**config.mk**
```make
export PLATFORM = sky130hd
export DESIGN_NAME = axi_rd_arbiter
export DESIGN_NICKNAME = d
export VERILOG_FILES = /design/src/rtl/axi_rd_arbiter_pkg.sv /design/src/rtl/axi_rd_arbiter_rr.sv /design/src/rtl/axi_rd_arbiter.sv
export SDC_FILE = /design/constraint.sdc
export NUM_CORES = 1
export LEC_CHECK = 0
export ABC_AREA = 1
export BUFFER_PORTS_ARGS = -buffer_cell sky130_fd_sc_hd__buf_2
export CORE_AREA = 2 2 123 125
export CTS_CLUSTER_SIZE = 8
export DETAILED_ROUTE_END_ITERATION = 10
export DIE_AREA = 0 0 125 127
export GPL_TIMING_DRIVEN = 0
export MAX_ROUTING_LAYER = met4
export PLACE_DENSITY = 0.69
export SYNTH_ARGS = -nofsm -noshare
export SYNTH_HDL_FRONTEND = slang
export SYNTH_HIERARCHICAL = 1
export SYNTH_SLANG_ARGS = --single-unit
```
**constraint.sdc**
```tcl
create_clock -name clk -period 2.14 [get_ports clk]
set_input_delay 0.428 -clock clk [delete_from_list [all_inputs] [get_ports clk]]
set_output_delay 0.428 -clock clk [all_outputs]
set_load 0.02 [all_outputs]
```
**src/rtl/axi_rd_arbiter_pkg.sv**
```systemverilog
// Shared types and constants for the AXI4 read-port arbiter.
// Default widths come from DATA_ADDR_WIDTH / FETCH_DATA_WIDTH when the build does not set them.
`ifndef DATA_ADDR_WIDTH
`define DATA_ADDR_WIDTH 32
`endif
`ifndef FETCH_DATA_WIDTH
`define FETCH_DATA_WIDTH 64
`endif

package axi_rd_arbiter_pkg;

  localparam int ARB_ADDR_W = `DATA_ADDR_WIDTH;

  typedef logic [1:0] arb_state_t;
  localparam arb_state_t ARB_IDLE = 2'd0;
  localparam arb_state_t ARB_ADDR = 2'd1;
  localparam arb_state_t ARB_DATA = 2'd2;

  localparam logic [1:0] AXI_RESP_OKAY   = 2'b00;
  localparam logic [1:0] AXI_RESP_EXOKAY = 2'b01;
  localparam logic [1:0] AXI_RESP_SLVERR = 2'b10;
  localparam logic [1:0] AXI_RESP_DECERR = 2'b11;

  localparam logic [2:0] ARB_ERR_NONE    = 3'b000;
  localparam logic [2:0] ARB_ERR_SLVERR  = 3'b001;
  localparam logic [2:0] ARB_ERR_DECERR  = 3'b010;
  localparam logic [2:0] ARB_ERR_LEN     = 3'b011;
  localparam logic [2:0] ARB_ERR_TIMEOUT = 3'b100;

  typedef struct packed {
    logic [ARB_ADDR_W-1:0] addr;
    logic [7:0]            len;
    logic [2:0]            size;
    logic [1:0]            burst;
    logic [3:0]            cache;
    logic [2:0]            prot;
  } ar_req_t;

  // Slave error responses take precedence over a burst-length mismatch on the same beat.
  function automatic logic [2:0] beat_err_code(input logic [1:0] resp,
                                               input logic       rlast,
                                               input logic       last_expected);
    case (resp)
      AXI_RESP_OKAY, AXI_RESP_EXOKAY:
        return (rlast != last_expected) ? ARB_ERR_LEN : ARB_ERR_NONE;
      AXI_RESP_SLVERR: return ARB_ERR_SLVERR;
      default:         return ARB_ERR_DECERR;
    endcase
  endfunction

endpackage

```
**src/rtl/axi_rd_arbiter_rr.sv**
```systemverilog
// Combinational round-robin pick: first requester at or after ptr wins.
// The pointer register itself lives in the parent.
module rr_arbiter_n #(
  parameter int NREQ  = 2,
  parameter int IDX_W = (NREQ > 1) ? $clog2(NREQ) : 1
) (
  input  logic [NREQ-1:0]  req,
  input  logic [IDX_W-1:0] ptr,
  output logic [NREQ-1:0]  grant,
  output logic [IDX_W-1:0] idx,
  output logic             any
);

  // NOTE: every output gets a default before the loop so no latch is inferred.
  always_comb begin
    logic [IDX_W-1:0] cand;
    grant = '0;
    idx   = '0;
    any   = 1'b0;
    cand  = '0;
    for (int i = 0; i < NREQ; i++) begin
      cand = IDX_W'((int'(ptr) + i) % NREQ);
      if (!any && req[cand]) begin
        any = 1'b1;
        idx = cand;
      end
    end
    grant[idx] = any;
  end

endmodule

```
**src/rtl/axi_rd_arbiter.sv**
```systemverilog
// Shares one AXI4 read master between NREQ requesters, one transaction at a time, round-robin.
// Optional AR/R stall watchdog enabled with AXI_RD_ARB_TIMEOUT_EN.
module axi_rd_arbiter
  import axi_rd_arbiter_pkg::*;
#(
  parameter int ADDR_WIDTH     = `DATA_ADDR_WIDTH,
  parameter int DATA_WIDTH     = `FETCH_DATA_WIDTH,
  parameter int NREQ           = 2,
  parameter int TIMEOUT_CYCLES = 1024,
  localparam int IDX_W         = (NREQ > 1) ? $clog2(NREQ) : 1
) (
  input  logic                       clk,
  input  logic                       rst_n,
  input  logic [NREQ*ADDR_WIDTH-1:0] s_axi_araddr,
  input  logic [NREQ*8-1:0]          s_axi_arlen,
  input  logic [NREQ*3-1:0]          s_axi_arsize,
  input  logic [NREQ*2-1:0]          s_axi_arburst,
  input  logic [NREQ*4-1:0]          s_axi_arcache,
  input  logic [NREQ*3-1:0]          s_axi_arprot,
  input  logic [NREQ-1:0]            s_axi_arvalid,
  output logic [NREQ-1:0]            s_axi_arready,
  output logic [DATA_WIDTH-1:0]      s_axi_rdata,
  output logic [1:0]                 s_axi_rresp,
  output logic                       s_axi_rlast,
  output logic [NREQ-1:0]            s_axi_rvalid,
  input  logic [NREQ-1:0]            s_axi_rready,
  output logic [ADDR_WIDTH-1:0]      m_axi_araddr,
  output logic [7:0]                 m_axi_arlen,
  output logic [2:0]                 m_axi_arsize,
  output logic [1:0]                 m_axi_arburst,
  output logic [3:0]                 m_axi_arcache,
  output logic [2:0]                 m_axi_arprot,
  output logic [3:0]                 m_axi_arqos,
  output logic [3:0]                 m_axi_arregion,
  output logic                       m_axi_arvalid,
  input  logic                       m_axi_arready,
  input  logic [DATA_WIDTH-1:0]      m_axi_rdata,
  input  logic [1:0]                 m_axi_rresp,
  input  logic                       m_axi_rlast,
  input  logic                       m_axi_rvalid,
  output logic                       m_axi_rready,
  output logic                       co_busy,
  output logic [IDX_W-1:0]           co_grant_id,
  output logic                       co_error,
  output logic [2:0]                 co_error_code
);

  arb_state_t       state;
  logic [IDX_W-1:0] rr_ptr;
  logic [7:0]       beat_cnt;
  ar_req_t          ar_q;
  ar_req_t          cand_req [NREQ];

  logic [NREQ-1:0]  pick_grant;
  logic [IDX_W-1:0] pick_idx;
  logic             pick_any;
  logic             ar_hs;
  logic             beat;
  logic [2:0]       beat_code;
  logic             to_hit;

  for (genvar i = 0; i < NREQ; i++) begin : g_unpack
    assign cand_req[i] = '{addr:  ARB_ADDR_W'(s_axi_araddr[i*ADDR_WIDTH +: ADDR_WIDTH]),
                           len:   s_axi_arlen[i*8 +: 8],
                           size:  s_axi_arsize[i*3 +: 3],
                           burst: s_axi_arburst[i*2 +: 2],
                           cache: s_axi_arcache[i*4 +: 4],
                           prot:  s_axi_arprot[i*3 +: 3]};
  end

  rr_arbiter_n #(.NREQ(NREQ), .IDX_W(IDX_W)) u_rr (
    .req   (s_axi_arvalid),
    .ptr   (rr_ptr),
    .grant (pick_grant),
    .idx   (pick_idx),
    .any   (pick_any)
  );

  assign s_axi_arready = (state == ARB_IDLE) ? pick_grant : '0;

  assign m_axi_arvalid  = (state == ARB_ADDR);
  assign m_axi_araddr   = m_axi_arvalid ? ADDR_WIDTH'(ar_q.addr) : '0;
  assign m_axi_arlen    = ar_q.len;
  assign m_axi_arsize   = ar_q.size;
  assign m_axi_arburst  = ar_q.burst;
  assign m_axi_arcache  = ar_q.cache;
  assign m_axi_arprot   = ar_q.prot;
  assign m_axi_arqos    = 4'd0;
  assign m_axi_arregion = 4'd0;

  // R channel is routed only to the owner; payload is broadcast and qualified by rvalid.
  assign m_axi_rready = (state == ARB_DATA) && s_axi_rready[co_grant_id];
  assign s_axi_rdata  = m_axi_rdata;
  assign s_axi_rresp  = m_axi_rresp;
  assign s_axi_rlast  = m_axi_rlast;

  always_comb begin
    s_axi_rvalid = '0;
    if (state == ARB_DATA) s_axi_rvalid[co_grant_id] = m_axi_rvalid;
  end

  assign ar_hs     = m_axi_arvalid && m_axi_arready;
  assign beat      = (state == ARB_DATA) && m_axi_rvalid && m_axi_rready;
  assign beat_code = beat_err_code(m_axi_rresp, m_axi_rlast, beat_cnt == ar_q.len);

  assign co_busy       = (state != ARB_IDLE);
  assign co_error      = to_hit || (beat && (beat_code != ARB_ERR_NONE));
  assign co_error_code = to_hit ? ARB_ERR_TIMEOUT : (co_error ? beat_code : ARB_ERR_NONE);

  // NOTE: sequential state uses non-blocking assignments only; the latched AR payload
  // is reset too because the m_axi_* attribute outputs must read 0 out of reset.
  always_ff @(posedge clk or negedge rst_n) begin
    if (!rst_n) begin
      state       <= ARB_IDLE;
      rr_ptr      <= '0;
      beat_cnt    <= '0;
      ar_q        <= '0;
      co_grant_id <= '0;
    end else begin
      case (state)
        ARB_IDLE: begin
          if (pick_any) begin
            ar_q        <= cand_req[pick_idx];
            co_grant_id <= pick_idx;
            state       <= ARB_ADDR;
          end
        end
        ARB_ADDR: begin
          if (ar_hs) begin
            beat_cnt <= '0;
            state    <= ARB_DATA;
          end
        end
        ARB_DATA: begin
          if (beat) begin
            beat_cnt <= beat_cnt + 8'd1;
            // A length error never ends the burst early; only rlast does.
            if (m_axi_rlast) begin
              state  <= ARB_IDLE;
              rr_ptr <= (co_grant_id == IDX_W'(NREQ - 1)) ? '0 : co_grant_id + 1'b1;
            end
          end
        end
        default: state <= ARB_IDLE;
      endcase
    end
  end

`ifdef AXI_RD_ARB_TIMEOUT_EN
  localparam int TO_W = $clog2(TIMEOUT_CYCLES + 1);
  logic [TO_W-1:0] to_cnt;

  assign to_hit = (state != ARB_IDLE) && !ar_hs && !beat &&
                  (to_cnt == TO_W'(TIMEOUT_CYCLES - 1));

  // Clearing on the hit re-arms the watchdog for the next stall window.
  always_ff @(posedge clk or negedge rst_n) begin
    if (!rst_n) begin
      to_cnt <= '0;
    end else if ((state == ARB_IDLE) || ar_hs || beat || to_hit) begin
      to_cnt <= '0;
    end else begin
      to_cnt <= to_cnt + 1'b1;
    end
  end
`else
  assign to_hit = 1'b0;
`endif

endmodule
```
After elaboration in Yosys (flattened, before gate mapping)

Index checks and enable logic that the tools add are counted.

Multiplexer cells: 32
Div/mod/pow operators: 0
Order comparisons: 7
Shifts and indexed selects: 0
Bitwise operators: 3
Add/sub/neg operators: 3
Multipliers: 0
Reductions and logical operators: 19
Equality and inequality tests: 10

Operators by type and width:

| kind                | number |
|---|---|
| $mux 52             | 3 |
| $mux 32             | 1 |
| $mux 8              | 2 |
| $pmux 8 s2          | 1 |
| $mux 2              | 7 |
| $mux 1              | 13 |
| $add 8x1->8 const B | 1 |
| $eq 8x8->1          | 1 |
| $logic_and 1x1->1   | 8 |
| $lt 1x2->1 const B  | 4 |
| $ne 2x2->1 const B  | 3 |
| $pmux 2 s3          | 1 |
| $reduce_and 3->1    | 2 |
| $and 2x2->2         | 2 |
| $eq 2x1->1 const B  | 2 |
| $eq 2x2->1 const B  | 2 |
| $logic_not 2->1     | 2 |
| $pmux 2 s2          | 1 |
| $reduce_and 4->1    | 1 |
| $reduce_bool 2->1   | 2 |
| $mux 3              | 1 |
| $reduce_bool 3->1   | 1 |
| $add 1x1->1 const B | 2 |
| $demux 1 s1         | 2 |
| other kinds (8)     | 9 |

Bits in latches: 0
ROM bits: 0
Input bits: 179
Memories: 0
Logic and storage cells: 84
Output and inout bits: 139
Bits in registers: 64
Bits in writable memories: 0

Logic depth before layout (Yosys ltp)

Depth in word-level cells: 12
Gate-level depth with buffers: 10
Gate-level depth less buffers: 10

Cells and area by module

Netlist, hierarchy kept.

Modules (own cells, without submodules):

| module         | sequential area each (um^2) | instances | area an instance (um^2) | cells each |
|---|---|---|---|---|
| axi_rd_arbiter | 1,601.5                     | 1         | 4,154.0                 | 577 |
| rr_arbiter_n   | 0.0                         | 1         | 30.0                    | 7 |

Worst setup path after synthesis

OpenSTA, ideal clock, no wires.

Path type: reg2out
Start: reg state[1]
End: out m_axi_araddr[11]
Slack: 0.171 ns
Buffers on the path: 1
Stages on the path, launching flop included: 5
Required time: 1.712 ns
Arrival time: 1.541 ns
Cells stage by stage: dfrtp_1 -> nor2_1 -> inv_1 -> buf_1 -> nor2_1

Cells in the longest elaborated chain, start to end: 2

RTL lines:

| item                   | RTL line              | RTL |
|---|---|---|
| from (decl)            | axi_rd_arbiter.sv:48  | `arb_state_t state;` |
| from (signal assigned) | axi_rd_arbiter.sv:114 | `state <= ARB_IDLE;` |
| from (signal assigned) | axi_rd_arbiter.sv:125 | `state <= ARB_ADDR;` |
| from (signal assigned) | axi_rd_arbiter.sv:131 | `state <= ARB_DATA;` |
| $eq 2x1->1             | axi_rd_arbiter.sv:81  | `assign m_axi_arvalid = (state == ARB_ADDR);` |
| net m_axi_arvalid      | axi_rd_arbiter.sv:35  | `output logic m_axi_arvalid,` |
| $mux 32                | axi_rd_arbiter.sv:82  | `assign m_axi_araddr = m_axi_arvalid ? ADDR_WIDTH'(ar_q.addr) : '0;` |
| to (decl)              | axi_rd_arbiter.sv:27  | `output logic [ADDR_WIDTH-1:0] m_axi_araddr,` |

The timed path passes the listed nets, and every way through them passes these cells.

Worst setup path in the final report

Start: reg state[0]
End: out co_error_code[1]

Cells in the longest elaborated chain, start to end: 5
Elaborated cells on any way between the ends: 6
Those cells by class: eq/ne: 1; mux: 1; reduce/logical: 4

RTL lines:

| item                                        | RTL line                                    | RTL |
|---|---|---|
| $eq 2x2->1 *                                | axi_rd_arbiter.sv:92, axi_rd_arbiter.sv:103 |  |
| $logic_and 1x1->1, on equally long branches | axi_rd_arbiter.sv:103, axi_rd_arbiter.sv:92 |  |
| $logic_and 1x1->1 *                         | axi_rd_arbiter.sv:103                       | `assign beat = (state == ARB_DATA) && m_axi_rvalid && m_axi_rready;` |
| $logic_and 1x1->1 *                         | axi_rd_arbiter.sv:107                       | `assign co_error = to_hit \|\| (beat && (beat_code != ARB_ERR_NONE));` |
| $mux 3 *                                    | axi_rd_arbiter.sv:108                       | `assign co_error_code = to_hit ? ARB_ERR_TIMEOUT : (co_error ? beat_code : ARB_ERR_NONE);` |
| to (decl)                                   | axi_rd_arbiter.sv:45                        | `output logic [2:0] co_error_code` |

Every way passes the cells marked *; elsewhere a longest branch is shown, timed or not.

==> results by group <==
Run status
  • Status: completed

Timing
  • Setup WS post-layout: between 90 and 100 ps
  • Rel. slew slack: 0.420
  • Fin crit share: 0.955
  • Fmax: 489 MHz
  • Final hold vios: 0
  • RSZ-0062 raised after global routing: true
  • Skew final: 6.83 ps
  • Worst slew pin tran: 869 ps
  • Crit path time final: 2040 ps
  • Setup TNS: 0 ps
  • Hold slack: 210 ps
  • # setup viols final: 0
  • Max-slew violation count: 0

Route
  • Avg WL per Cell: 13.1 um
  • Drt pass-1 iters: 4
  • Antenna viol nets, final: 0
  • Number of DRC markers in iteration 0: ~180
  • DR vias/cell: 4.22
  • Vias: 4397
  • DRC viols: 0
  • Total wire length: about 14000 um

Logic synthesis
  • Register area share after synthesis: 0.383
  • Most frequent cell after synthesis: nand2_1
  • Ys Warns: 6
  • Yosys reg bits: 64
  • Share of the synthesized area in the top cell type: 0.383
  • Avg Inst Size Synth: 7.16 um2
  • Top cell type by total area after synthesis: dfrtp_1
  • Synth cell count leaders: 141 x nand2_1, 104 x nor2_1, 98 x buf_4
  • Area of the mapped netlist: approximately 4200 um2
  • Cells after synthesis: 584
  • Post-synth top flop: dfrtp_1
  • Synth top area cells: dfrtp_1 38%, buf_4 18%, nand2_1 13%, nor2_1 9.3%, a31oi_1 7.8%
  • Post-synth EDFFs: 0
  • Post-synth ARST share: 1.00
  • Synth unique cells: 28

Finish
  • Synth-to-Final Area Change: 43.7%
  • Finished layout cell area: 6010 um2
  • Layout cells sized above 1: 0.461
  • Final net count: 1033

Global route
  • Congestion Overflow GR: 0
  • Pin count of the biggest net entering global routing: 65
  • Antenna violations before repair: 2
  • Total track usage: 0.171
  • Vias in the first global route: ~4000
  • First-pass GRT wire length: around 21000 um

CTS
  • CTS sink count: 64
  • Htree depth: 3
  • Clock Tree Root: clkbuf_16
  • Num CTS Buffers: 9
  • Clk buf depth: 2
  • Clk slew on worst S/H paths: 50 ps
  • Clock latency on the worst-skew pair: 330 ps
  • CTS tree: yes

Setup path
  • CP startpoint kind: flip-flop
  • Reg2reg path depth: 7
  • CP arrival: 1620 ps
  • Slowest cell delay on critical path: 380 ps
  • Cells along the critical path: inv_2 -> nand2_2 -> nor3_4 -> nand2_4 -> inv_1 -> nand2_2 -> nor2_1 -> buf_4
  • Critical path fanouts, max: 4
  • Crit path capture type: output port
  • Most frequent CP cell: nand2_2
  • Worst setup path class: flip-flop to output port
  • CP max-delay cell: dfrtp_1
  • CP required: 1710 ps

Placement
  • Pre-CTS WS: 37.6 ps
  • IO buf count: 244
  • Detailed placement HPWL: 10700 um
  • Final Wtd Congestion: 0.789
  • Post-DP Area: 5670 um2

Floorplan
  • Core area: around 14000 um2
  • Die height: 127 um
  • Die width: 125 um
  • Die area: around 16000 um2
  • Initial Utilization: 0.290
  • Num rows: 44
  • I/O pin count: 318

Pwr
  • PD cells: between 1000 and 1500 nW/um2
  • Leakage: roughly 3.5 nW
  • VDD IR-drop max: between 0.0005 and 0.0006 V

Run
  • Max Cap Viol: 0

Worst hold path
  • Hold WC Path Type: primary input to async pin
==> report_power, final <==
group          internal [mW]  total [mW]  switching (mW)
Clock                  0.825        1.33           0.504
Combinational           1.56        4.05            2.49
Sequential              1.78        2.13           0.356
Total                   4.16        7.51            3.35
==> sequential cells by signal, summed over array words and instances (netlist names), 2 cells and up <==
name           cells
m_axi_arburst      2
m_axi_arcache      4
beat_cnt           8
m_axi_arlen        8
m_axi_arprot       3
m_axi_arsize       3
ar_q              32
state              2
==> path summary, 6_finish.rpt <==
path / startpoint / to / slack (ps)
worst max-delay path: state[0] / co_error_code[1] / 100
worst min-delay path: rst_n / m_axi_arlen[2] / 210
worst max register to register: rr_ptr / m_axi_arsize[0] / 340
worst min register to register: rr_ptr / rr_ptr / 540
max in group asynchronous: rst_n / co_grant_id / 1300
min in group clk: s_axi_arlen[1] / m_axi_arlen[1] / 350
==> metal layers <==
| layer | up-vias | part of all wire | wire length [um] | track usage |
|---|---|---|---|---|
| li1 | 2252 | - | - | - |
| met1 | 1975 | 0.40 | 5420 | 0.193 |
| met2 | 160 | 0.53 | 7170 | 0.298 |
| met3 | 10 | 0.068 | 923 | 0.0519 |
| met4 | 0 | 0.0091 | 124 | 0.0405 |
| met5 | - | 0 | 0 | - |
==> layout by cell type (no fill, tap or decap), types with 2 or more instances in the layout <==
cell	n
clkbuf_16	9
nand2_4	2
a31oi_1	52
inv_2	4
inv_1	57
o21ai_1	2
buf_2	253
dfrtp_2	2
a21oi_1	7
inv_4	2
nand2_2	4
dfrtp_1	62
conb_1	9
o21ai_0	6
nor3_1	3
nand2_1	138
xnor2_1	3
buf_4	107
nor2_2	4
nor2_1	101
clkbuf_8	2
clkbuf_1	11
diode_2	2
nand3_1	5
==> kinds of logic after synthesis <==
family,synth area share
other,0.000896
AND/OR/NAND/NOR,0.251
XOR/XNOR,0.00628
AO/OA/AOI/OAI,0.0993
flip-flops,0.383
adder cells (fa/ha/maj),0.00299
buffers and inverters,0.257
==> metrics by stage <==
step	utilization	std cells	total power, mW
after global routing	0.417	1041	8.14
after CTS	0.413	1035	7.60
after floorplan	-	592	4.86
after detailed placement	0.393	1020	6.18
after global placement	0.393	1020	6.11
final	0.417	1041	7.51
==> critical path, delay by kind of cell (launching register included) <==
family | cells | cell delay (ps)
DFF | 1 | 380
buffers and inverters | 3 | 340
and+or+nand+nor | 5 | 580
==> repair_timing <==
item	CTS	global route
pin swaps	2	8
gates resized for setup	9	9
setup endpoints to repair	32	5
hold buffers	0	0
setup buffers	2	4
hold endpoints to repair	0	0
==> cell type report <==
class / instances / area (um2)
timing repair buffer: 250 / 1270
clock inverter: 1 / 5.00
antenna: 2 / 5.00
fill: 1575 / 8410
clock buffer: 12 / 256
sequential: 64 / 1600
buffer: 121 / 838
tap: 184 / 230
multi-input combinational: 344 / 1560
inverter: 63 / 241
No activity file was read; power rests on OpenSTA's default activity.
